$ cat src/rtl/seven_seg_pkg.sv
// Shared constants for the 7-segment display path: blank patterns, scan FSM
// state encoding and gfedcba segment bit positions.
package seven_seg_pkg;

    localparam logic [6:0] SEG_OFF = 7'h7F;
    // Widest anode bus supported (8 digits); users slice the low DIGITS bits.
    localparam logic [7:0] AN_OFF  = 8'hFF;

    typedef enum logic {
        ST_BLANK = 1'b0,
        ST_SHOW  = 1'b1
    } scan_state_t;

    localparam int SEG_A = 0;
    localparam int SEG_B = 1;
    localparam int SEG_C = 2;
    localparam int SEG_D = 3;
    localparam int SEG_E = 4;
    localparam int SEG_F = 5;
    localparam int SEG_G = 6;

endpackage

$ cat src/rtl/seven_seg_scan_mux_scan_tick_gen.sv
// Per-slot timebase: free-running PRESCALE counter with registered one-cycle
// pulses marking the end of the blanking interval and the end of the slot.
module scan_tick_gen #(
    parameter int PRESCALE     = 50000,
    parameter int BLANK_CYCLES = 500
) (
    input  logic clk,
    input  logic reset,
    output logic blank_end,
    output logic slot_end
);

    localparam int CNT_W = $clog2(PRESCALE);

    logic [CNT_W-1:0] cnt;

    // Pulses are registered, so each is high the cycle after cnt hits its match value.
    always_ff @(posedge clk) begin
        if (reset) begin
            cnt       <= '0;
            blank_end <= 1'b0;
            slot_end  <= 1'b0;
        end else begin
            // NOTE: state registers use non-blocking assignments so every flop samples pre-edge values.
            cnt       <= (cnt == CNT_W'(PRESCALE - 1)) ? '0 : cnt + CNT_W'(1);
            blank_end <= (cnt == CNT_W'(BLANK_CYCLES - 1));
            slot_end  <= (cnt == CNT_W'(PRESCALE - 1));
        end
    end

endmodule

$ cat src/rtl/seven_seg_scan_mux.sv
// Time-multiplexes DIGITS decoded segment patterns onto one shared segment bus
// with per-digit active-low anodes and a blanking interval at the start of each slot.
module seven_seg_scan_mux
    import seven_seg_pkg::*;
#(
    parameter int DIGITS       = 4,
    parameter int PRESCALE     = 50000,
    parameter int BLANK_CYCLES = 500
) (
    input  logic                  clk,
    input  logic                  reset,
    input  logic [7*DIGITS-1:0]   seg_in,
    input  logic [DIGITS-1:0]     dp_in,
    input  logic [DIGITS-1:0]     digit_en,
    output logic [6:0]            seg,
    output logic                  dp,
    output logic [DIGITS-1:0]     an,
    output logic                  frame_strobe
);

    localparam int IDX_W = $clog2(DIGITS);
    localparam logic [DIGITS-1:0] AN_ALL_OFF = AN_OFF[DIGITS-1:0];

    logic              blank_end;
    logic              slot_end;
    scan_state_t       state;
    logic [IDX_W-1:0]  idx;
    logic [6:0]        lat_seg;
    logic              lat_dp;
    logic              lat_en;

    scan_tick_gen #(
        .PRESCALE     (PRESCALE),
        .BLANK_CYCLES (BLANK_CYCLES)
    ) u_tick (
        .clk       (clk),
        .reset     (reset),
        .blank_end (blank_end),
        .slot_end  (slot_end)
    );

    always_ff @(posedge clk) begin
        if (reset) begin
            state        <= ST_BLANK;
            idx          <= '0;
            lat_seg      <= SEG_OFF;
            lat_dp       <= 1'b1;
            lat_en       <= 1'b0;
            seg          <= SEG_OFF;
            dp           <= 1'b1;
            an           <= AN_ALL_OFF;
            frame_strobe <= 1'b0;
        end else begin
            // Outputs follow the pre-edge state, so idx never changes while an anode is on.
            if (state == ST_SHOW && lat_en) begin
                seg <= lat_seg;
                dp  <= lat_dp;
                an  <= ~(DIGITS'(1) << idx);
            end else begin
                seg <= SEG_OFF;
                dp  <= 1'b1;
                an  <= AN_ALL_OFF;
            end
            frame_strobe <= 1'b0;

            case (state)
                ST_BLANK: begin
                    if (blank_end) begin
                        state   <= ST_SHOW;
                        lat_seg <= seg_in[7*idx +: 7];
                        lat_dp  <= dp_in[idx];
                        lat_en  <= digit_en[idx];
                    end
                end
                ST_SHOW: begin
                    if (slot_end) begin
                        state <= ST_BLANK;
                        if (idx == IDX_W'(DIGITS - 1)) begin
                            idx          <= '0;
                            frame_strobe <= 1'b1;
                        end else begin
                            idx <= idx + IDX_W'(1);
                        end
                    end
                end
                default: state <= ST_BLANK;
            endcase
        end
    end

endmodule

$ cat config.mk
export PLATFORM = sky130hd
export DESIGN_NAME = seven_seg_scan_mux
export DESIGN_NICKNAME = d
export VERILOG_FILES = /design/src/rtl/seven_seg_pkg.sv /design/src/rtl/seven_seg_scan_mux_scan_tick_gen.sv /design/src/rtl/seven_seg_scan_mux.sv
export SDC_FILE = /design/constraint.sdc
export NUM_CORES = 1
export LEC_CHECK = 0
export CAP_MARGIN = 20
export CORE_UTILIZATION = 43
export CTS_CLUSTER_SIZE = 14
export DETAILED_ROUTE_END_ITERATION = 12
export GPL_TIMING_DRIVEN = 0
export PLACE_DENSITY = 0.77
export SETUP_SLACK_MARGIN = 0.15
export SYNTH_ARGS = -nofsm -noshare
export SYNTH_HDL_FRONTEND = slang
export SYNTH_SLANG_ARGS = --single-unit
$ cat constraint.sdc
create_clock -name clk -period 1.5 [get_ports clk]
set_clock_uncertainty 0.05 [all_clocks]
set_input_delay 0.225 -clock clk [delete_from_list [all_inputs] [get_ports clk]]
set_output_delay 0.225 -clock clk [all_outputs]
set_load 0.05 [all_outputs]
==> results of run 1 <==
-- worst max path at each step --
stage | depth (start not counted) | end
4_1_cts | 5 | u_tick.cnt[13]$_SDFF_PP0_
3_3_place_gp | 5 | seg[5]$_SDFF_PP1_
3_5_place_dp | 5 | seg[5]$_SDFF_PP1_
5_1_grt | 5 | u_tick.cnt[3]$_SDFF_PP0_
6_report | 5 | u_tick.cnt[12]$_SDFF_PP0_
2_1_floorplan | 5 | u_tick.cnt[7]$_SDFF_PP0_
-- cells in the final DEF (no fill, tap or decap), drive strengths merged --
master	count
nor2b	10
nand4	3
nor3	5
nand3	7
xnor2	11
a21oi	5
nand4b	1
ha	5
and3b	1
clkbuf	9
or4b	1
clkdlybuf4s50	37
mux4	9
clkdlybuf4s15	13
o21ai	1
clkinv	3
nor2	21
buf	12
or3	2
nand2	10
a31o	1
a211o	8
xor2	1
nand2b	10
and2	1
or2	1
and3	1
nor4	6
dfxtp	43
inv	6
mux2i	1
a21o	1
-- worst reg2reg max path: stages (launching register included) --
cell and delay [ps]:
dfxtp_2 330, or4b_4 550, nor4_4 170, a21o_2 240, buf_6 150, nor2_1 40
-- where the power goes --
part / internal, uW / switching, uW
clock: 319 / 376
combinational: 126 / 40.2
sequential: 1140 / 10.1
-- sequential cells by signal, indices dropped and copies added, names as in the netlist, 2 cells and up --
register,cells
seg,7
idx,2
lat_seg,7
an,4
u_tick.cnt,16
-- layout make-up --
cell class / instances / area (sq um) / area share, %
inverters: 6 / 22.5 / 0.816
clock buffers: 5 / 68.8 / 2.49
repair buffers: 60 / 616 / 22.3
plain buffers: 6 / 63.8 / 2.31
well taps: 50 / 62.6 / 2.27
clock inverters: 3 / 15.0 / 0.544
flip-flops and latches: 43 / 875 / 31.7
multi-input cells: 123 / 1040 / 37.6
-- repair_timing --
item / 4_1_cts / 5_1_grt
resized for setup: 57 / 18
setup buffers: 9 / 0
setup endpoints to repair: 50 / 38
pin swaps: 13 / 2
cloned: 1 / 0
endpoints found under the hold margin: 0 / 0
-- cell families (layout without fill, tap and decap cells) --
group / after synthesis / in the layout / synth area share, %
simple gates: 80 / 80 / 23.6
flops: 43 / 43 / 46.5
compound gates: 16 / 16 / 6.35
xor+xnor: 12 / 12 / 5.68
buf+inv: 12 / 80 / 3.04
mux: 10 / 10 / 11.5
fa+ha+maj: 5 / 5 / 3.38
-- layer usage --
metal	vias up	wire length (microns)
met5	-	0
met4	0	49
met3	5	178
met2	31	1980
met1	704	1740
li1	754	-
-- metrics by stage --
stage | hold slack, ps | power [uW] | setup slack [ps] | instances
2_1_floorplan | 274 | 1230 | -52.4 | 178
3_3_place_gp | 370 | 1330 | -323 | 278
3_5_place_dp | 374 | 1340 | -311 | 278
4_1_cts | 393 | 2030 | -184 | 296
5_1_grt | 402 | 2090 | -172 | 296
6_report | 392 | 2020 | -126 | 296
==> results.py, run 1 <==
metrics = {
    "outcome": {
        "status": "complete, but fails checks",
        "violations": "setup timing",
    },
    "synth": {
        "synth.most_common_cell": "dfxtp_1",
        "ys_seq_elements": 43,
        "syn_nets": 221,
        "synth_area_sq_um": 1850,
        "synth_common_cells": "dfxtp_1, nor2_1, xnor2_1",
        "synth_ff_type": "dfxtp_1",
        "ys_seq_area_share_pct": 46.5,
        "synth_top_cell_by_area": "dfxtp_1",
        "synthDistinctLibCells": 32,
        "synth.top_cells.by_area": "dfxtp_1, mux4_2, xnor2_1",
        "synth_warnings": 0,
        "synth-edff-count": 0,
        "async_flop_share_pct": 0,
        "synth.avg_cell_area_sq_um": 10.4,
        "synth_top_area_share_pct": 46.5,
        "synthCells": 178,
    },
    "clock_network": {
        "htreeDepth": 2,
        "clock_sinks": 43,
        "cts_hold_buf": 0,
        "cts_inserted_buffers": 5,
        "path_clk_slew_ps": 80,
        "root_buffer": "clkbuf_8",
        "clock_path_buffers": 2,
        "clock_latency_ps": 290,
        "tritoncts": "yes",
    },
    "grt": {
        "grt_pass1_wl_microns": 6370,
        "grt_util_met3_pct": 4.56,
        "grt-ovfl-total": 0,
        "use_met2_pct": 32.1,
        "grt_max_degree": 14,
        "grt_pass1_vias": 1372,
        "antenna_found_initial": 0,
        "busiest_layer": "met2",
        "gr-usage-all-layers_pct": 19.3,
        "grt_util_met1_pct": 24.1,
    },
    "die": {
        "core-area_sq_um": 4060,
        "initial_core_util_pct": 45.6,
        "rows": 23,
        "die_height_microns": 67.6,
        "die_x_microns": 67.6,
        "io_pins": 51,
        "die-area_sq_um": 4570,
    },
    "power_and_ir_drop": {
        "irDropWorstVdd_uv": 486,
        "power_density_nw_per_um2": 730,
        "p_leak_uw": 0.000964,
    },
    "sta": {
        "worst_slack_ps": -126,
        "worst_slew_pin_slew_ps": 460,
        "slew_viol_final": 0,
        "finalCriticalPeriod_ps": 1630,
        "setup_viol": 24,
        "relSlewSlack_pct": 69.3,
        "hold_viol": 0,
        "fmax_mhz": 615,
        "rsz0062_at_grt": "yes",
        "fin_setup_tns_ps": -1980,
        "min_period_over_period_pct": 108,
    },
    "route": {
        "detailedRoute.firstPassIterationCount": 4,
        "vias": 1494,
        "ant_nets": 0,
        "vias_per_cell": 5.05,
        "drtIter0Drc": 37,
        "drc": 0,
        "wl_per_cell_microns": 13.3,
        "drt_wl_total_microns": 3950,
    },
    "run": {
        "drv_cap": 0,
    },
    "critical_path": {
        "r2r_setup_slack_ps": -130,
        "crit_path_cell_trace": "or4b_4 > nor4_4 > a21o_2 > buf_6 > nor2_1",
        "cpPeakStageDelay_ps": 550,
        "cp.required_ps": 1630,
        "reg2reg_from": "u_tick.cnt[5]$_SDFF_PP0_",
        "worstSetupPathType": "reg2reg",
        "r2r_cells": 5,
        "cp-start-kind": "flip-flop",
        "crit_fanout": 5,
        "crit_start": "u_tick.cnt[5]$_SDFF_PP0_",
        "critical_path_arrival_ps": 1760,
        "critPathSlowestCell": "or4b_4",
        "crit_family": "simple AND/OR/NAND/NOR gates",
        "worstSetupEndpointType": "flip-flop",
        "path_buf_inv": 1,
        "r2r_end": "u_tick.cnt[12]$_SDFF_PP0_",
    },
    "placed_design": {
        "finalWeightedCongestion": 0.803,
        "io_buffer_count": 50,
        "hpwl_microns": 2840,
        "dpl_cell_area_sq_um": 2450,
    },
    "finish": {
        "drive_gt1_share_pct": 31.3,
        "area_delta_synth_final_pct": 49.1,
        "final_util_pct": 68.0,
        "n_antenna_cell": 0,
        "fin_area_sq_um": 2760,
        "fin_nets": 288,
        "num-fill-cells": 323,
    },
    "hold_path": {
        "hp-class": "reg2reg",
        "worstHoldStart": "lat_seg[4]$_SDFFE_PP1P_",
        "whs_endpoint": "seg[4]$_SDFF_PP1_",
        "whs_path_depth": 1,
    },
}
(Power assumes the default switching activity.)
==> run 2, diff against run 1 <==
- PLACE_DENSITY: 0.77 -> 0.76
==> run 2 against run 1 <==
- the run still ends with setup timing left
- critical path type unchanged
- clock-buffer cell count up 2
- combinational power about the same
- register-to-register slack about the same
- largest power group unchanged
- wire length up 1.5%
- highest routed layer unchanged
- non-clock buffer count down 1
==> results.py, run 2 (synthesis gave the netlist of run 1 again) <==
metrics = {
    "clock_network": {
        "clock_path_buffers": 2,
        "clock_latency_ps": 290,
        "root_buffer": "clkbuf_8",
        "cts_inserted_buffers": 5,
        "htreeDepth": 2,
        "tritoncts": "yes",
        "cts_hold_buf": 0,
        "clock_sinks": 43,
        "path_clk_slew_ps": 80,
    },
    "critical_path": {
        "worstSetupEndpointType": "flip-flop",
        "crit_fanout": 4,
        "reg2reg_from": "u_tick.cnt[7]$_SDFF_PP0_",
        "worstSetupPathType": "reg2reg",
        "critical_path_arrival_ps": 1740,
        "cp-start-kind": "flip-flop",
        "r2r_cells": 5,
        "crit_start": "u_tick.cnt[7]$_SDFF_PP0_",
        "cp.required_ps": 1620,
    },
    "sta": {
        "slew_viol_final": 0,
        "rsz0062_at_grt": "yes",
        "fmax_mhz": 615,
        "worst_slew_pin_slew_ps": 517,
        "fin_setup_tns_ps": -1780,
        "setup_viol": 22,
        "worst_slack_ps": -126,
        "min_period_over_period_pct": 108,
        "relSlewSlack_pct": 65.6,
        "finalCriticalPeriod_ps": 1630,
        "hold_viol": 0,
        "hold_ws_ps": 391,
    },
    "power_and_ir_drop": {
        "power_switching_uw": 393,
        "irDropWorstVdd_uv": 542,
        "switching_share_pct": 19.8,
        "p_leak_uw": 0.000960,
        "power_density_nw_per_um2": 725,
        "pwr-share-comb_pct": 8.3,
        "intPower_uw": 1590,
        "clockPowerShare_pct": 33.5,
        "seqPwrFrac_pct": 58.2,
    },
    "finish": {
        "fin_cells": 294,
        "reg_top3": "u_tick.cnt x16, lat_seg x7, seg x7",
        "mostFrequentLayoutCell": "clkdlybuf4s50_1",
        "n_antenna_cell": 0,
        "drive_gt1_share_pct": 28.7,
        "num-fill-cells": 332,
        "area_delta_synth_final_pct": 47.7,
        "mostFrequentLayoutCells": "clkdlybuf4s50_1, dfxtp_1, nor2_1",
        "fin_area_sq_um": 2740,
        "final_util_pct": 67.4,
        "largest_reg_flops": 16,
        "fin_nets": 287,
        "regMostFlops": "u_tick.cnt",
    },
    "route": {
        "drc": 0,
        "drtIter0Drc": 33,
        "vias": 1483,
        "ant_nets": 0,
        "drt_wl_total_microns": 4010,
        "wl_per_cell_microns": 13.6,
        "detailedRoute.firstPassIterationCount": 4,
        "vias_per_cell": 5.04,
    },
    "placed_design": {
        "dpl_cell_area_sq_um": 2450,
        "hpwl_microns": 2840,
        "io_buffer_count": 50,
        "dpl.cell_count": 278,
        "finalWeightedCongestion": 0.819,
    },
    "grt": {
        "grt_pass1_vias": 1421,
        "grt-ovfl-total": 0,
        "grt_pass1_wl_microns": 6410,
        "antenna_found_initial": 0,
        "grt_max_degree": 13,
        "gr-usage-all-layers_pct": 19.4,
    },
    "die": {
        "io_pins": 51,
        "rows": 23,
        "die_height_microns": 67.6,
        "die-area_sq_um": 4570,
        "die_x_microns": 67.6,
        "core-area_sq_um": 4060,
        "initial_core_util_pct": 45.6,
    },
    "outcome": {
        "violations": "setup timing",
        "status": "complete, but fails checks",
    },
    "run": {
        "drv_cap": 0,
    },
    "hold_path": {
        "hp-class": "reg2reg",
        "worstHoldStart": "lat_seg[1]$_SDFFE_PP1P_",
        "whs_path_depth": 1,
    },
}
-- run 2: per-layer routing --
layer / share of wire, % / global-route usage, % / wire, microns
met2: 47 / 31.7 / 1870
met5: 0 / 0 / 0
met3: 5.6 / 4.22 / 224
met4: 1.0 / 7.98 / 40
met1: 47 / 24.6 / 1870
-- run 2: path summary, 6_finish.rpt --
| path | endpoint | slack (ps) |
|---|---|---|
| worst max-delay path | u_tick.cnt[14]$_SDFF_PP0_ | -130 |
| worst max register to register | u_tick.cnt[14]$_SDFF_PP0_ | -130 |
| worst min-delay path | seg[1]$_SDFF_PP1_ | 390 |
| worst min register to register | seg[1]$_SDFF_PP1_ | 390 |
-- run 2: timing repair --
action / 4_1_cts / 5_1_grt
pin swaps: 10 / 0
setup endpoints to repair: 52 / 38
gates cloned: 1 / 0
setup buffers: 7 / 1
gates resized for setup: 53 / 23
hold endpoints to repair: 0 / 0
-- run 2: final cells by class --
type / count / area, sq um / area share [%]
Buffer: 6 / 61.3 / 2.24
Clock buffer: 7 / 76.3 / 2.79
Inverter: 6 / 22.5 / 0.823
Multi-Input combinational cell: 123 / 1040 / 38.0
Sequential cell: 43 / 875 / 32.0
Tap cell: 50 / 62.6 / 2.29
Timing Repair Buffer: 59 / 599 / 21.9
-- run 2: power groups by stage --
stage / registers [uW] / logic [uW] / clock network (uW)
after floorplan: 1180 / 48.7 / 0
after global placement: 1180 / 149 / 0
after detailed placement: 1180 / 152 / 0
after CTS: 1160 / 161 / 686
after global routing: 1160 / 177 / 733
final: 1160 / 164 / 665
-- run 2: per-stage QoR --
| stage | total power, uW | setup slack, ps |
|---|---|---|
| final | 1980 | -126 |
| after global routing | 2070 | -158 |
| after floorplan | 1230 | -52.4 |
| after detailed placement | 1340 | -311 |
| after global placement | 1330 | -300 |
| after CTS | 2000 | -112 |
-- run 2: critical path, cell delays in order (launching register included) --
cell,delay (ps)
dfxtp_4,350
or4b_4,540
nor4_4,170
a21o_2,220
buf_4,140
a21oi_1,40
==> run 3, diff against run 2 <==
- SLEW_MARGIN: unset -> 20
==> results of run 3 <==
Same layout as run 2: the final DEF is identical, and so are final timing and power.
